[src/rtl/mac_pkg.sv]
// Shared types and defaults for the systolic column drain stage.
package mac_pkg;

    localparam int DEF_PSUM_W = 24;
    localparam int DEF_ACC_W  = 32;

    typedef enum logic {
        IDLE = 1'b0,
        ACC  = 1'b1
    } drain_state_e;

    typedef struct packed {
        logic                 err;
        logic [DEF_ACC_W-1:0] data;
    } result_t;

endpackage

[src/rtl/drain_fifo.sv]
// Synchronous flop-array FIFO with a registered head that keeps the last
// popped entry visible while empty.
module drain_fifo #(
    parameter int W     = 33,
    parameter int DEPTH = 8
) (
    input  logic         clk,
    input  logic         rst_n,
    input  logic         push,
    input  logic [W-1:0] push_data,
    input  logic         pop,
    output logic         full,
    output logic         vld,
    output logic [W-1:0] head
);

    localparam int AW = $clog2(DEPTH);

    logic [AW:0]  wr_q, wr_d, rd_q, rd_d;
    logic [W-1:0] mem_q [DEPTH];
    logic [W-1:0] mem_d [DEPTH];
    logic [W-1:0] head_q, head_d;
    logic         empty, do_pop, do_push;

    assign empty   = (wr_q == rd_q);
    assign full    = (wr_q[AW] != rd_q[AW]) && (wr_q[AW-1:0] == rd_q[AW-1:0]);
    assign do_pop  = pop & ~empty;
    assign do_push = push & (~full | do_pop);
    assign vld     = ~empty;
    assign head    = head_q;

    always_comb begin
        wr_d   = wr_q + (AW+1)'(do_push);
        rd_d   = rd_q + (AW+1)'(do_pop);
        mem_d  = mem_q;
        head_d = head_q;
        if (do_push) mem_d[wr_q[AW-1:0]] = push_data;
        // New head may be the entry written this very cycle (push into empty or
        // push+pop at depth one); otherwise it is already in the array.
        if (wr_d != rd_d) begin
            if (do_push && (wr_q[AW-1:0] == rd_d[AW-1:0])) head_d = push_data;
            else                                          head_d = mem_q[rd_d[AW-1:0]];
        end
    end

    always_ff @(posedge clk or negedge rst_n) begin
        if (!rst_n) begin
            wr_q   <= '0;
            rd_q   <= '0;
            head_q <= '0;
            for (int i = 0; i < DEPTH; i++) mem_q[i] <= '0;
        end else begin
            wr_q   <= wr_d;
            rd_q   <= rd_d;
            head_q <= head_d;
            mem_q  <= mem_d;
        end
    end

endmodule

[src/rtl/mac_col_drain.sv]
// Column drain: sums K-tile psums per group, queues tagged results, tracks
// protocol/overflow/error status.
module mac_col_drain
    import mac_pkg::*;
#(
    parameter int PSUM_W = DEF_PSUM_W,
    parameter int ACC_W  = DEF_ACC_W,
    parameter int DEPTH  = 8,
    parameter int ECNT_W = 16
) (
    input  logic              clk,
    input  logic              rst_n,
    input  logic              in_vld,
    input  logic [PSUM_W-1:0] in_psum,
    input  logic              in_err,
    input  logic              in_first,
    input  logic              in_last,
    output logic              out_vld,
    input  logic              out_ready,
    output logic [ACC_W-1:0]  out_data,
    output logic              out_err,
    input  logic              clr,
    output logic              fifo_full,
    output logic              overflow,
    output logic              proto_err,
    output logic [ECNT_W-1:0] err_cnt
);

    drain_state_e      state_q, state_d;
    logic [ACC_W-1:0]  acc_q, acc_d;
    logic              acc_err_q, acc_err_d;
    logic              overflow_q, overflow_d;
    logic              proto_err_q, proto_err_d;
    logic [ECNT_W-1:0] err_cnt_q, err_cnt_d;

    logic [ACC_W-1:0]  psum_z, acc_sat;
    logic [ACC_W:0]    acc_sum;
    logic              push, push_err, proto_set;
    logic [ACC_W-1:0]  push_data;
    logic              pop, ovf_set;
    logic [ACC_W:0]    head;

    assign psum_z  = ACC_W'(in_psum);
    assign acc_sum = {1'b0, acc_q} + {1'b0, psum_z};
    assign acc_sat = acc_sum[ACC_W] ? '1 : acc_sum[ACC_W-1:0];

    always_ff @(posedge clk or negedge rst_n) begin
        if (!rst_n) state_q <= IDLE;
        else        state_q <= state_d;
    end

    always_comb begin
        state_d = state_q;
        if (in_vld) begin
            if (in_first)               state_d = in_last ? IDLE : ACC;
            else if (state_q == ACC && in_last) state_d = IDLE;
        end
    end

    // A first in ACC abandons the open group and reloads, same as from IDLE.
    always_comb begin
        acc_d     = acc_q;
        acc_err_d = acc_err_q;
        push      = 1'b0;
        push_data = acc_sat;
        push_err  = acc_err_q | in_err;
        proto_set = 1'b0;
        if (in_vld) begin
            if (in_first) begin
                acc_d     = psum_z;
                acc_err_d = in_err;
                push      = in_last;
                push_data = psum_z;
                push_err  = in_err;
                proto_set = (state_q == ACC);
            end else if (state_q == ACC) begin
                acc_d     = acc_sat;
                acc_err_d = acc_err_q | in_err;
                push      = in_last;
            end else begin
                proto_set = 1'b1;
            end
        end
    end

    assign pop     = out_vld & out_ready;
    assign ovf_set = push & fifo_full & ~pop;

    always_comb begin
        overflow_d  = (clr ? 1'b0 : overflow_q)  | ovf_set;
        proto_err_d = (clr ? 1'b0 : proto_err_q) | proto_set;
        err_cnt_d   = clr ? '0 : err_cnt_q;
        if (push && push_err && err_cnt_d != '1) err_cnt_d = err_cnt_d + 1'b1;
    end

    always_ff @(posedge clk or negedge rst_n) begin
        if (!rst_n) begin
            acc_q       <= '0;
            acc_err_q   <= 1'b0;
            overflow_q  <= 1'b0;
            proto_err_q <= 1'b0;
            err_cnt_q   <= '0;
        end else begin
            acc_q       <= acc_d;
            acc_err_q   <= acc_err_d;
            overflow_q  <= overflow_d;
            proto_err_q <= proto_err_d;
            err_cnt_q   <= err_cnt_d;
        end
    end

    drain_fifo #(.W(ACC_W+1), .DEPTH(DEPTH)) u_fifo (
        .clk       (clk),
        .rst_n     (rst_n),
        .push      (push),
        .push_data ({push_err, push_data}),
        .pop       (pop),
        .full      (fifo_full),
        .vld       (out_vld),
        .head      (head)
    );

    assign out_data  = head[ACC_W-1:0];
    assign out_err   = head[ACC_W];
    assign overflow  = overflow_q;
    assign proto_err = proto_err_q;
    assign err_cnt   = err_cnt_q;

endmodule
[config.mk]
export PLATFORM = sky130hd
export DESIGN_NAME = mac_col_drain
export DESIGN_NICKNAME = d
export VERILOG_FILES = /design/src/rtl/mac_pkg.sv /design/src/rtl/drain_fifo.sv /design/src/rtl/mac_col_drain.sv
export SDC_FILE = /design/constraint.sdc
export NUM_CORES = 1
export LEC_CHECK = 0
export BUFFER_PORTS_ARGS = -buffer_cell sky130_fd_sc_hd__buf_2
export CAP_MARGIN = 20
export CORE_MARGIN = 4
export CORE_UTILIZATION = 35
export DETAILED_ROUTE_END_ITERATION = 7
export GPL_TIMING_DRIVEN = 0
export MAX_ROUTING_LAYER = met4
export SETUP_SLACK_MARGIN = 0.15
export SLEW_MARGIN = 5
export SYNTH_ARGS = -nofsm -noshare
export SYNTH_HDL_FRONTEND = slang
export SYNTH_SLANG_ARGS = --single-unit
export TNS_END_PERCENT = 100
[constraint.sdc]
create_clock -name clk -period 4 [get_ports clk]
set_input_delay 0.2 -clock clk [delete_from_list [all_inputs] [get_ports clk]]
set_output_delay 0.2 -clock clk [all_outputs]
set_load 0.005 [all_outputs]
==> report_table.html, run 1 <==
<table>
<tr><th>Metric</th><th>Value</th></tr>
<tr><th colspan="2">Min path</th></tr>
<tr><td>Hold EP</td><td>acc_q[1]</td></tr>
<tr><td>Hold wc startpoint</td><td>in_psum[1]</td></tr>
<tr><td>Class of the worst hold path</td><td>in2reg</td></tr>
<tr><td>Cell depth of the worst min-delay path</td><td>3</td></tr>
<tr><th colspan="2">Timing</th></tr>
<tr><td>Tcrit/Tclk final</td><td>0.9214</td></tr>
<tr><td>RSZ-0062 raised after global routing</td><td>no</td></tr>
<tr><td>Fin Hold WS</td><td>0.04207 ns</td></tr>
<tr><td>Min Clock Period, post-route</td><td>3.685 ns</td></tr>
<tr><td>Hold Vio Cnt, Final</td><td>0</td></tr>
<tr><td>Number of slew-limit violations in the final report</td><td>0</td></tr>
<tr><td>Setup-failing EPs final</td><td>0</td></tr>
<tr><td>Max-Slew Margin vs Limit</td><td>0.2353</td></tr>
<tr><td>Transition time of the tightest slew-check pin</td><td>about 1.1 ns</td></tr>
<tr><td>Clock skew</td><td>around 0.019 ns</td></tr>
<tr><td>Peak clock frequency supported by timing</td><td>271.3 MHz</td></tr>
<tr><th colspan="2">Die</th></tr>
<tr><td>Number of rows in the core area</td><td>between 80 and 90</td></tr>
<tr><td>Height of the die</td><td>~230 um</td></tr>
<tr><td>Die area</td><td>approximately 55,000 um^2</td></tr>
<tr><td>Width of the die</td><td>approximately 230 um</td></tr>
<tr><td>Placeable Area</td><td>50,380 um^2</td></tr>
<tr><td>Initial standard-cell utilization of the core</td><td>0.3559</td></tr>
<tr><td>Boundary pin count</td><td>85</td></tr>
<tr><th colspan="2">Logic synthesis</th></tr>
<tr><td>Compound-cell area share of the yosys netlist</td><td>0.1759</td></tr>
<tr><td>Flops &amp; latches, synth</td><td>357</td></tr>
<tr><td>Synth top area share</td><td>0.4983</td></tr>
<tr><td>Dominant combinational cell family by area after synthesis</td><td>compound AO/OA/AOI/OAI gates</td></tr>
<tr><td>Top cell type by total area after synthesis</td><td>sky130_fd_sc_hd__dfrtp_1</td></tr>
<tr><td>Synth Net Count</td><td>between 1,500 and 2,000</td></tr>
<tr><td>Count of flip-flops with a built-in enable after synthesis</td><td>0</td></tr>
<tr><td>Adder and majority gate portion of the synthesized area</td><td>0.02205</td></tr>
<tr><td>Synth Instances</td><td>roughly 1,800</td></tr>
<tr><td>Dominant synthesized flop cell</td><td>sky130_fd_sc_hd__dfrtp_1</td></tr>
<tr><td>Total number of yosys warnings</td><td>0</td></tr>
<tr><td>Distinct cell type count of the synthesized netlist</td><td>81</td></tr>
<tr><td>Fraction of the yosys area taken by sequential cells</td><td>0.4983</td></tr>
<tr><td>Async set-or-reset flop fraction in the synthesized netlist</td><td>1.000</td></tr>
<tr><td>Simple-gate share of the synthesized area</td><td>0.1383</td></tr>
<tr><td>Top cells by area, synth</td><td>sky130_fd_sc_hd__dfrtp_1, sky130_fd_sc_hd__mux4_2, sky130_fd_sc_hd__o21ai_0, sky130_fd_sc_hd__nand2_1, sky130_fd_sc_hd__a21oi_1</td></tr>
<tr><td>Share of the synthesized netlist area taken by xor and xnor gates</td><td>0.02387</td></tr>
<tr><td>Post-synthesis area per instance</td><td>just over 10 um^2</td></tr>
<tr><td>Netlist area before placement</td><td>between 15,000 and 20,000 um^2</td></tr>
<tr><td>Multiplexer share of the synthesized area</td><td>0.1067</td></tr>
<tr><th colspan="2">Placed design</th></tr>
<tr><td>Half-perimeter wire length after placement</td><td>between 40 and 50 mm</td></tr>
<tr><td>Placed cells</td><td>2,536</td></tr>
<tr><td>Global placement routability congestion</td><td>about 0.91</td></tr>
<tr><td>IO buf count</td><td>83</td></tr>
<tr><th colspan="2">Global routing</th></tr>
<tr><td>First-pass GRT wire length</td><td>87.70 mm</td></tr>
<tr><td>Number of global-route vias before repair</td><td>between 10,000 and 15,000</td></tr>
<tr><td>Pin count of the biggest net entering global routing</td><td>120</td></tr>
<tr><td>Residual overflow from global routing</td><td>0</td></tr>
<tr><td>GRT Util Overall</td><td>0.2116</td></tr>
<tr><td>Initial antenna violation count</td><td>0</td></tr>
<tr><th colspan="2">Setup path</th></tr>
<tr><td>Worst reg2reg startpoint</td><td>u_fifo.rd_q[2]</td></tr>
<tr><td>Largest driver fanout on the critical path</td><td>10</td></tr>
<tr><td>Cell-by-cell listing of the critical path</td><td>xor2_1, nor3_1, a21oi_1, ha_1, ha_1, clkbuf_1, clkbuf_2, clkbuf_2, mux4_2, mux2i_1, nor3_1, a21oi_1, o21ai_0</td></tr>
<tr><td>Slowest Stage Delay on Critical Path</td><td>~0.47 ns</td></tr>
<tr><td>Category of the critical setup timing path</td><td>reg2reg</td></tr>
<tr><td>Worst Reg2Reg Path Length in Cells</td><td>13</td></tr>
<tr><td>Buffer and inverter count on the worst path</td><td>3</td></tr>
<tr><td>Data arrival time of the critical path</td><td>about 4 ns</td></tr>
<tr><td>Top Family by Delay on Critical Path</td><td>buffers and inverters</td></tr>
<tr><td>Slowest cell on the critical path</td><td>sky130_fd_sc_hd__dfrtp_1</td></tr>
<tr><td>Reg-to-reg slack, setup</td><td>between 0.3 and 0.4 ns</td></tr>
<tr><td>CP required</td><td>around 4.4 ns</td></tr>
<tr><td>Sort of element at the end of the critical path</td><td>flop</td></tr>
<tr><td>Kind of start point of the critical path</td><td>flop</td></tr>
<tr><td>Worst flop-to-flop path endpoint</td><td>u_fifo.head[22]</td></tr>
<tr><th colspan="2">Clocking</th></tr>
<tr><td>CTS buffer count</td><td>40</td></tr>
<tr><td>CTS sink cnt</td><td>between 300 and 400</td></tr>
<tr><td>Clock latency on the worst-skew pair</td><td>roughly 0.57 ns</td></tr>
<tr><td>TritonCTS clock tree</td><td>yes</td></tr>
<tr><td>Clk root buf</td><td>sky130_fd_sc_hd__clkbuf_16</td></tr>
<tr><td>CTS H-tree depth</td><td>2</td></tr>
<tr><td>Clock transition at the registers of the reported paths</td><td>0.06 ns</td></tr>
<tr><td>CTS max path bufs</td><td>3</td></tr>
<tr><th colspan="2">Final layout</th></tr>
<tr><td>Post-layout util</td><td>0.4159</td></tr>
<tr><td>Number of diodes added for antenna fixing</td><td>0</td></tr>
<tr><td>Most frequent cells in the layout</td><td>sky130_fd_sc_hd__dfrtp_1, sky130_fd_sc_hd__nand2_1, sky130_fd_sc_hd__o21ai_0, sky130_fd_sc_hd__buf_2, sky130_fd_sc_hd__clkbuf_1</td></tr>
<tr><td>Number of nets in the finished design</td><td>2,001</td></tr>
<tr><td>Most common cell after layout, fill and taps aside</td><td>sky130_fd_sc_hd__dfrtp_1</td></tr>
<tr><td>Synth-to-Final Area Change</td><td>16.86%</td></tr>
<tr><td>Layout cell share with drive strength beyond 1</td><td>0.1634</td></tr>
<tr><td>Non-filler instance count after layout</td><td>approximately 2,600</td></tr>
<tr><th colspan="2">Routing</th></tr>
<tr><td>Detailed-route wire length on metal 1</td><td>approximately 25 mm</td></tr>
<tr><td>Post-detailed-routing wire length</td><td>about 56 mm</td></tr>
<tr><td>Met2 routed wirelength</td><td>roughly 26 mm</td></tr>
<tr><td>Met3 WL</td><td>3.189 mm</td></tr>
<tr><td>DRC marker count from the first detailed-route iteration</td><td>approximately 1,200</td></tr>
<tr><td>DRT antenna net count</td><td>0</td></tr>
<tr><td>Drc violations</td><td>0</td></tr>
<tr><td>Top routing layer used</td><td>met4</td></tr>
<tr><td>Via count normalized by instance count</td><td>approximately 5.6</td></tr>
<tr><td>Drt wl/cell</td><td>21.39 um</td></tr>
<tr><td>Pre-antenna DRT Iters</td><td>5</td></tr>
<tr><td>Via count of the routed design</td><td>between 10,000 and 15,000</td></tr>
<tr><th colspan="2">Power and ir drop</th></tr>
<tr><td>Maximum ir drop on the vdd rail</td><td>just under 0.0004 V</td></tr>
<tr><td>Static Leakage</td><td>between 9 and 10 nW</td></tr>
<tr><td>Power per cell area</td><td>approximately 800 nW/um^2</td></tr>
<tr><th colspan="2">Job</th></tr>
<tr><td>Count of maximum capacitance violations</td><td>0</td></tr>
<tr><th colspan="2">Status</th></tr>
<tr><td>Run status</td><td>finished, final reports clean</td></tr>
</table>
[flip-flops by register name, summed over array words and instances (netlist names), 4 cells and up]
| name | cells |
|---|---|
| acc_q | 32 |
| u_fifo.head | 33 |
| u_fifo.mem_q | 264 |
| err_cnt | 16 |
| u_fifo.wr_q | 4 |
| u_fifo.rd_q | 4 |
[report_power, final]
part	internal, mW	switching (mW)
logic	3.33	4.45
clock network	2.20	1.55
registers	4.97	0.768
total	10.5	6.77
[cells in the mapped netlist, types with 5 or more instances]
library cell	instances
sky130_fd_sc_hd__nor4_1	10
sky130_fd_sc_hd__mux2i_1	39
sky130_fd_sc_hd__o21bai_1	5
sky130_fd_sc_hd__o21ai_2	18
sky130_fd_sc_hd__o21ai_0	274
sky130_fd_sc_hd__nand4_1	8
sky130_fd_sc_hd__nand3_1	62
sky130_fd_sc_hd__clkbuf_1	90
sky130_fd_sc_hd__nor2_1	50
sky130_fd_sc_hd__buf_1	6
sky130_fd_sc_hd__buf_2	27
sky130_fd_sc_hd__nand4b_1	6
sky130_fd_sc_hd__o22ai_1	18
sky130_fd_sc_hd__dfrtp_1	357
sky130_fd_sc_hd__a22o_1	6
sky130_fd_sc_hd__nor3_1	29
sky130_fd_sc_hd__mux4_2	66
sky130_fd_sc_hd__a21oi_1	81
sky130_fd_sc_hd__a211oi_1	5
sky130_fd_sc_hd__and4_1	15
sky130_fd_sc_hd__xor2_1	20
sky130_fd_sc_hd__a31oi_1	6
sky130_fd_sc_hd__a21o_1	9
sky130_fd_sc_hd__ha_1	30
sky130_fd_sc_hd__nand2b_1	8
sky130_fd_sc_hd__o31ai_1	11
sky130_fd_sc_hd__or3_1	7
sky130_fd_sc_hd__nand2_1	325
sky130_fd_sc_hd__nor2b_1	6
sky130_fd_sc_hd__o211ai_1	10
sky130_fd_sc_hd__inv_1	15
sky130_fd_sc_hd__o21ai_1	49
sky130_fd_sc_hd__xnor2_1	27
[area by class of cell]
type	instances	area [um^2]
fill	4877	29430
sequential	357	8934
multi-input combinational	1274	8386
clock buffer	53	1141
tap	672	840.8
timing repair buffer	118	830.8
buffer	131	585.6
clock inverter	16	172.7
inverter	16	60.06
[metal layers]
layer	vias to the layer above	track usage
li1	6719	-
met1	7494	0.2896
met2	486	0.3269
met3	102	0.03243
met4	0	0.06681
met5	-	-
[worst min-delay path, stage by stage]
cell and delay (ns):
sky130_fd_sc_hd__buf_2 0.14, sky130_fd_sc_hd__o21ai_0 0.14, sky130_fd_sc_hd__o21ai_0 0.07
[repair_timing]
item,in CTS,in global routing
endpoints found under the setup margin,30,28
gates resized for setup,6,13
pin swaps,1,0
hold buffers,23,0
buffers inserted,2,6
hold endpoints to repair,86,0
cloned,0,0
[cell families after synthesis]
| group | count (synthesis) |
|---|---|
| multiplexers | 108 |
| AO/OA/AOI/OAI | 538 |
| adder cells (fa/ha/maj) | 31 |
| flip-flops | 357 |
| XOR/XNOR | 48 |
| AND/OR/NAND/NOR | 549 |
| buffers and inverters | 147 |
[worst max-delay path by stage]
stage	from	cells past startpoint	slack (ns)	endpoint
6_report	u_fifo.rd_q[2]	13	0.31	u_fifo.head[22]
2_1_floorplan	u_fifo.wr_q[0]	12	0.89	u_fifo.head[20]
3_3_place_gp	rst_n	1	-4.36	err_cnt[12]
3_5_place_dp	u_fifo.wr_q[0]	13	-0.18	u_fifo.head[0]
4_1_cts	u_fifo.rd_q[2]	13	0.21	u_fifo.head[13]
5_1_grt	u_fifo.rd_q[2]	13	0.19	u_fifo.head[22]
[per-stage QoR]
step           power [mW]  setup slack [ns]  setup TNS [ns]  cell area, um^2
4_1_cts             17.18            0.2142               0            20870
6_report            17.27            0.3146               0            20950
3_3_place_gp        13.12            -4.355        -1540.87            19180
3_5_place_dp        13.32           -0.1803          -2.688            19280
2_1_floorplan       10.91            0.8946               0            17930
5_1_grt             18.38            0.1942               0            20950
Note: power is estimated with default switching activity, not from simulation.
==> run 2: changes to the inputs <==
--- a/config.mk
+++ b/config.mk
@@ -7,7 +7,7 @@
 export LEC_CHECK = 0
 export BUFFER_PORTS_ARGS = -buffer_cell sky130_fd_sc_hd__buf_2
 export CAP_MARGIN = 20
-export CORE_MARGIN = 4
+export CORE_MARGIN = 5
 export CORE_UTILIZATION = 35
 export DETAILED_ROUTE_END_ITERATION = 7
 export GPL_TIMING_DRIVEN = 0
==> report_table.html, run 2 (synthesis gave the netlist of run 1 again) <==
<table>
<tr><th>Metric</th><th>Value</th></tr>
<tr><th colspan="2">Setup path</th></tr>
<tr><td>Kind of start point of the critical path</td><td>flop (unchanged)</td></tr>
<tr><td>Worst Reg2Reg Path Length in Cells</td><td>11 (was 13)</td></tr>
<tr><td>Worst path depth</td><td>11 (was 13)</td></tr>
<tr><td>CP required</td><td>4.43 ns (about the same)</td></tr>
<tr><td>Largest driver fanout on the critical path</td><td>10 (unchanged)</td></tr>
<tr><td>Cell-by-cell listing of the critical path</td><td>xor2_1, nor3_1, a21oi_1, ha_1, ha_1, clkbuf_1, clkdlybuf4s15_1, mux4_2, mux2i_1, o31ai_1, a221o_1 (was xor2_1, nor3_1, a21oi_1, ha_1, ha_1, clkbuf_1, clkbuf_2, clkbuf_2, mux4_2, mux2i_1, nor3_1, a21oi_1, o21ai_0)</td></tr>
<tr><td>Slowest cell on the critical path</td><td>sky130_fd_sc_hd__clkdlybuf4s15_1 (was sky130_fd_sc_hd__dfrtp_1)</td></tr>
<tr><td>Buffer and inverter count on the worst path</td><td>2 (was 3)</td></tr>
<tr><td>Data arrival time of the critical path</td><td>4.13 ns (was 4.12 ns)</td></tr>
<tr><td>Top Family by Delay on Critical Path</td><td>buffers and inverters (unchanged)</td></tr>
<tr><td>Most repeated library cell on the critical path</td><td>sky130_fd_sc_hd__ha_1</td></tr>
<tr><td>Category of the critical setup timing path</td><td>reg2reg (unchanged)</td></tr>
<tr><td>Sort of element at the end of the critical path</td><td>flop (unchanged)</td></tr>
<tr><td>Slowest Stage Delay on Critical Path</td><td>0.76 ns (was 0.47 ns)</td></tr>
<tr><th colspan="2">Final layout</th></tr>
<tr><td>Synth-to-Final Area Change</td><td>16.27% (was 16.86%)</td></tr>
<tr><td>Post-layout util</td><td>0.4088 (was 0.4159)</td></tr>
<tr><td>Most frequent cells in the layout</td><td>sky130_fd_sc_hd__dfrtp_1, sky130_fd_sc_hd__nand2_1, sky130_fd_sc_hd__o21ai_0, sky130_fd_sc_hd__buf_2, sky130_fd_sc_hd__clkbuf_1 (unchanged)</td></tr>
<tr><td>Most common cell after layout, fill and taps aside</td><td>sky130_fd_sc_hd__dfrtp_1 (unchanged)</td></tr>
<tr><td>Layout cell share with drive strength beyond 1</td><td>0.1642 (was 0.1634)</td></tr>
<tr><td>Max FFs per register</td><td>264 (unchanged)</td></tr>
<tr><td>Number of diodes added for antenna fixing</td><td>0 (unchanged)</td></tr>
<tr><td>Reg with most FFs</td><td>u_fifo.mem_q (unchanged)</td></tr>
<tr><td>Non-filler instance count after layout</td><td>2,635 (was 2,637)</td></tr>
<tr><td>Number of nets in the finished design</td><td>1,990 (was 2,001)</td></tr>
<tr><th colspan="2">Placed design</th></tr>
<tr><td>Half-perimeter wire length after placement</td><td>40.19 mm (was 40.17 mm)</td></tr>
<tr><td>Setup slack after placement</td><td>-0.2041 ns (was -0.1803 ns)</td></tr>
<tr><td>Placed cells</td><td>2,544 (was 2,536)</td></tr>
<tr><td>Global placement routability congestion</td><td>0.9060 (was 0.9147)</td></tr>
<tr><td>IO buf count</td><td>83 (unchanged)</td></tr>
<tr><th colspan="2">Routing</th></tr>
<tr><td>Pre-antenna DRT Iters</td><td>5 (unchanged)</td></tr>
<tr><td>Drt wl/cell</td><td>21.08 um (was 21.39 um)</td></tr>
<tr><td>Via count normalized by instance count</td><td>5.573 (was 5.613)</td></tr>
<tr><td>DRC marker count from the first detailed-route iteration</td><td>1,128 (was 1,216)</td></tr>
<tr><td>Drc violations</td><td>0 (unchanged)</td></tr>
<tr><td>DRT antenna net count</td><td>0 (unchanged)</td></tr>
<tr><td>Via count of the routed design</td><td>14,690 (was 14,800)</td></tr>
<tr><td>Post-detailed-routing wire length</td><td>55.54 mm (was 56.40 mm)</td></tr>
<tr><th colspan="2">Timing</th></tr>
<tr><td>RSZ-0062 raised after global routing</td><td>yes (was no)</td></tr>
<tr><td>Peak clock frequency supported by timing</td><td>270.0 MHz (was 271.3 MHz)</td></tr>
<tr><td>Setup-failing EPs final</td><td>0 (unchanged)</td></tr>
<tr><td>Number of slew-limit violations in the final report</td><td>0 (unchanged)</td></tr>
<tr><td>Hold Vio Cnt, Final</td><td>0 (unchanged)</td></tr>
<tr><td>Max-Slew Margin vs Limit</td><td>0.2957 (was 0.2353)</td></tr>
<tr><td>Fin Hold WS</td><td>0.02161 ns (was 0.04207 ns)</td></tr>
<tr><td>Final setup margin</td><td>0.2968 ns (was 0.3146 ns)</td></tr>
<tr><td>Transition time of the tightest slew-check pin</td><td>1.056 ns (was 1.147 ns)</td></tr>
<tr><td>Tcrit/Tclk final</td><td>0.9258 (was 0.9214)</td></tr>
<tr><td>Clock skew</td><td>0.01555 ns (was 0.01884 ns)</td></tr>
<tr><td>Min Clock Period, post-route</td><td>3.703 ns (was 3.685 ns)</td></tr>
<tr><th colspan="2">Power and ir drop</th></tr>
<tr><td>Maximum ir drop on the vdd rail</td><td>0.0005260 V (was 0.0003940 V)</td></tr>
<tr><td>Total chip power</td><td>17.19 mW (was 17.27 mW)</td></tr>
<tr><td>Static Leakage</td><td>9.207 nW (was 9.265 nW)</td></tr>
<tr><td>Power per cell area</td><td>824.5 nW/um^2 (was 824.2 nW/um^2)</td></tr>
<tr><th colspan="2">Clocking</th></tr>
<tr><td>CTS max path bufs</td><td>3 (unchanged)</td></tr>
<tr><td>CTS buffer count</td><td>39 (was 40)</td></tr>
<tr><td>Clock transition at the registers of the reported paths</td><td>0.06 ns (about the same)</td></tr>
<tr><td>CTS H-tree depth</td><td>2 (unchanged)</td></tr>
<tr><td>CTS sink cnt</td><td>357 (unchanged)</td></tr>
<tr><td>Clk root buf</td><td>sky130_fd_sc_hd__clkbuf_16 (unchanged)</td></tr>
<tr><td>TritonCTS clock tree</td><td>yes (unchanged)</td></tr>
<tr><td>Clock latency on the worst-skew pair</td><td>0.54 ns (was 0.57 ns)</td></tr>
<tr><th colspan="2">Global routing</th></tr>
<tr><td>GRT Util Overall</td><td>0.2003 (was 0.2116)</td></tr>
<tr><td>Number of global-route vias before repair</td><td>14,570 (was 14,620)</td></tr>
<tr><td>Initial antenna violation count</td><td>0 (unchanged)</td></tr>
<tr><td>Pin count of the biggest net entering global routing</td><td>117 (was 120)</td></tr>
<tr><td>Residual overflow from global routing</td><td>0 (unchanged)</td></tr>
<tr><td>First-pass GRT wire length</td><td>87.17 mm (was 87.70 mm)</td></tr>
<tr><th colspan="2">Die</th></tr>
<tr><td>Height of the die</td><td>236.3 um (was 234.3 um)</td></tr>
<tr><td>Die area</td><td>55,850 um^2 (was 54,910 um^2)</td></tr>
<tr><td>Boundary pin count</td><td>85 (unchanged)</td></tr>
<tr><td>Initial standard-cell utilization of the core</td><td>0.3516 (was 0.3559)</td></tr>
<tr><td>Width of the die</td><td>236.3 um (was 234.3 um)</td></tr>
<tr><td>Number of rows in the core area</td><td>83 (was 82)</td></tr>
<tr><td>Placeable Area</td><td>50,990 um^2 (was 50,380 um^2)</td></tr>
<tr><th colspan="2">Min path</th></tr>
<tr><td>Cell depth of the worst min-delay path</td><td>3 (unchanged)</td></tr>
<tr><td>Class of the worst hold path</td><td>in2reg (unchanged)</td></tr>
<tr><th colspan="2">Job</th></tr>
<tr><td>Count of maximum capacitance violations</td><td>0 (unchanged)</td></tr>
<tr><th colspan="2">Status</th></tr>
<tr><td>Run status</td><td>finished, final reports clean (unchanged)</td></tr>
</table>
[run 2: path summary, 6_finish.rpt]
kind                              startpoint           endpoint  slack, ns
setup / recovery              u_fifo.rd_q[2]    u_fifo.head[10]       0.30
hold / removal                    in_psum[3]           acc_q[3]       0.02
setup reg to reg              u_fifo.rd_q[2]    u_fifo.head[10]       0.30
hold reg to reg            u_fifo.mem_q[186]  u_fifo.mem_q[186]       0.47
max in group asynchronous              rst_n  u_fifo.mem_q[190]       2.38
min in group asynchronous              rst_n     u_fifo.head[5]       0.21
[run 2: final cells by class]
class	instances	area [um^2]
Clock buffer	55	1169
Inverter	16	60.06
Buffer	131	589.3
Multi-Input combinational cell	1274	8379
Timing Repair Buffer	108	705.7
Clock inverter	14	156.4
Fill cell	4952	30150
Sequential cell	357	8934
Tap cell	680	850.8
[run 2: per-layer routing]
metal / GRT usage / vias up / wire length, um
met5: - / - / 0
met4: 0.05877 / 0 / 1598
met3: 0.02561 / 106 / 2860
met2: 0.3139 / 440 / 26070
met1: 0.2755 / 7433 / 25010
li1: - / 6706 / -
[run 2: repair_timing]
item | in CTS | in global routing
hold buffers | 13 | 0
gates resized for setup | 6 | 15
hold endpoints to repair | 76 | 0
endpoints found under the setup margin | 31 | 31
setup buffers | 3 | 6
[run 2: report_power, final]
group / switching [mW] / internal, mW / leakage, nW
clock: 1.50 / 2.23 / 0.650
sequential: 0.754 / 4.97 / 4.59
combinational: 4.45 / 3.28 / 3.96
[run 2: stage by stage]
step                      setup TNS [ns]  instance area (um^2)
after floorplan                        0                 17930
after global placement          -1523.18                 19190
after detailed placement          -4.352                 19290
after CTS                              0                 20780
after global routing                   0                 20840
final                                  0                 20840
[run 2: tightest hold or removal path: stages]
cell and delay (ns):
sky130_fd_sc_hd__buf_2 0.11, sky130_fd_sc_hd__a21oi_1 0.07, sky130_fd_sc_hd__o21ai_0 0.13
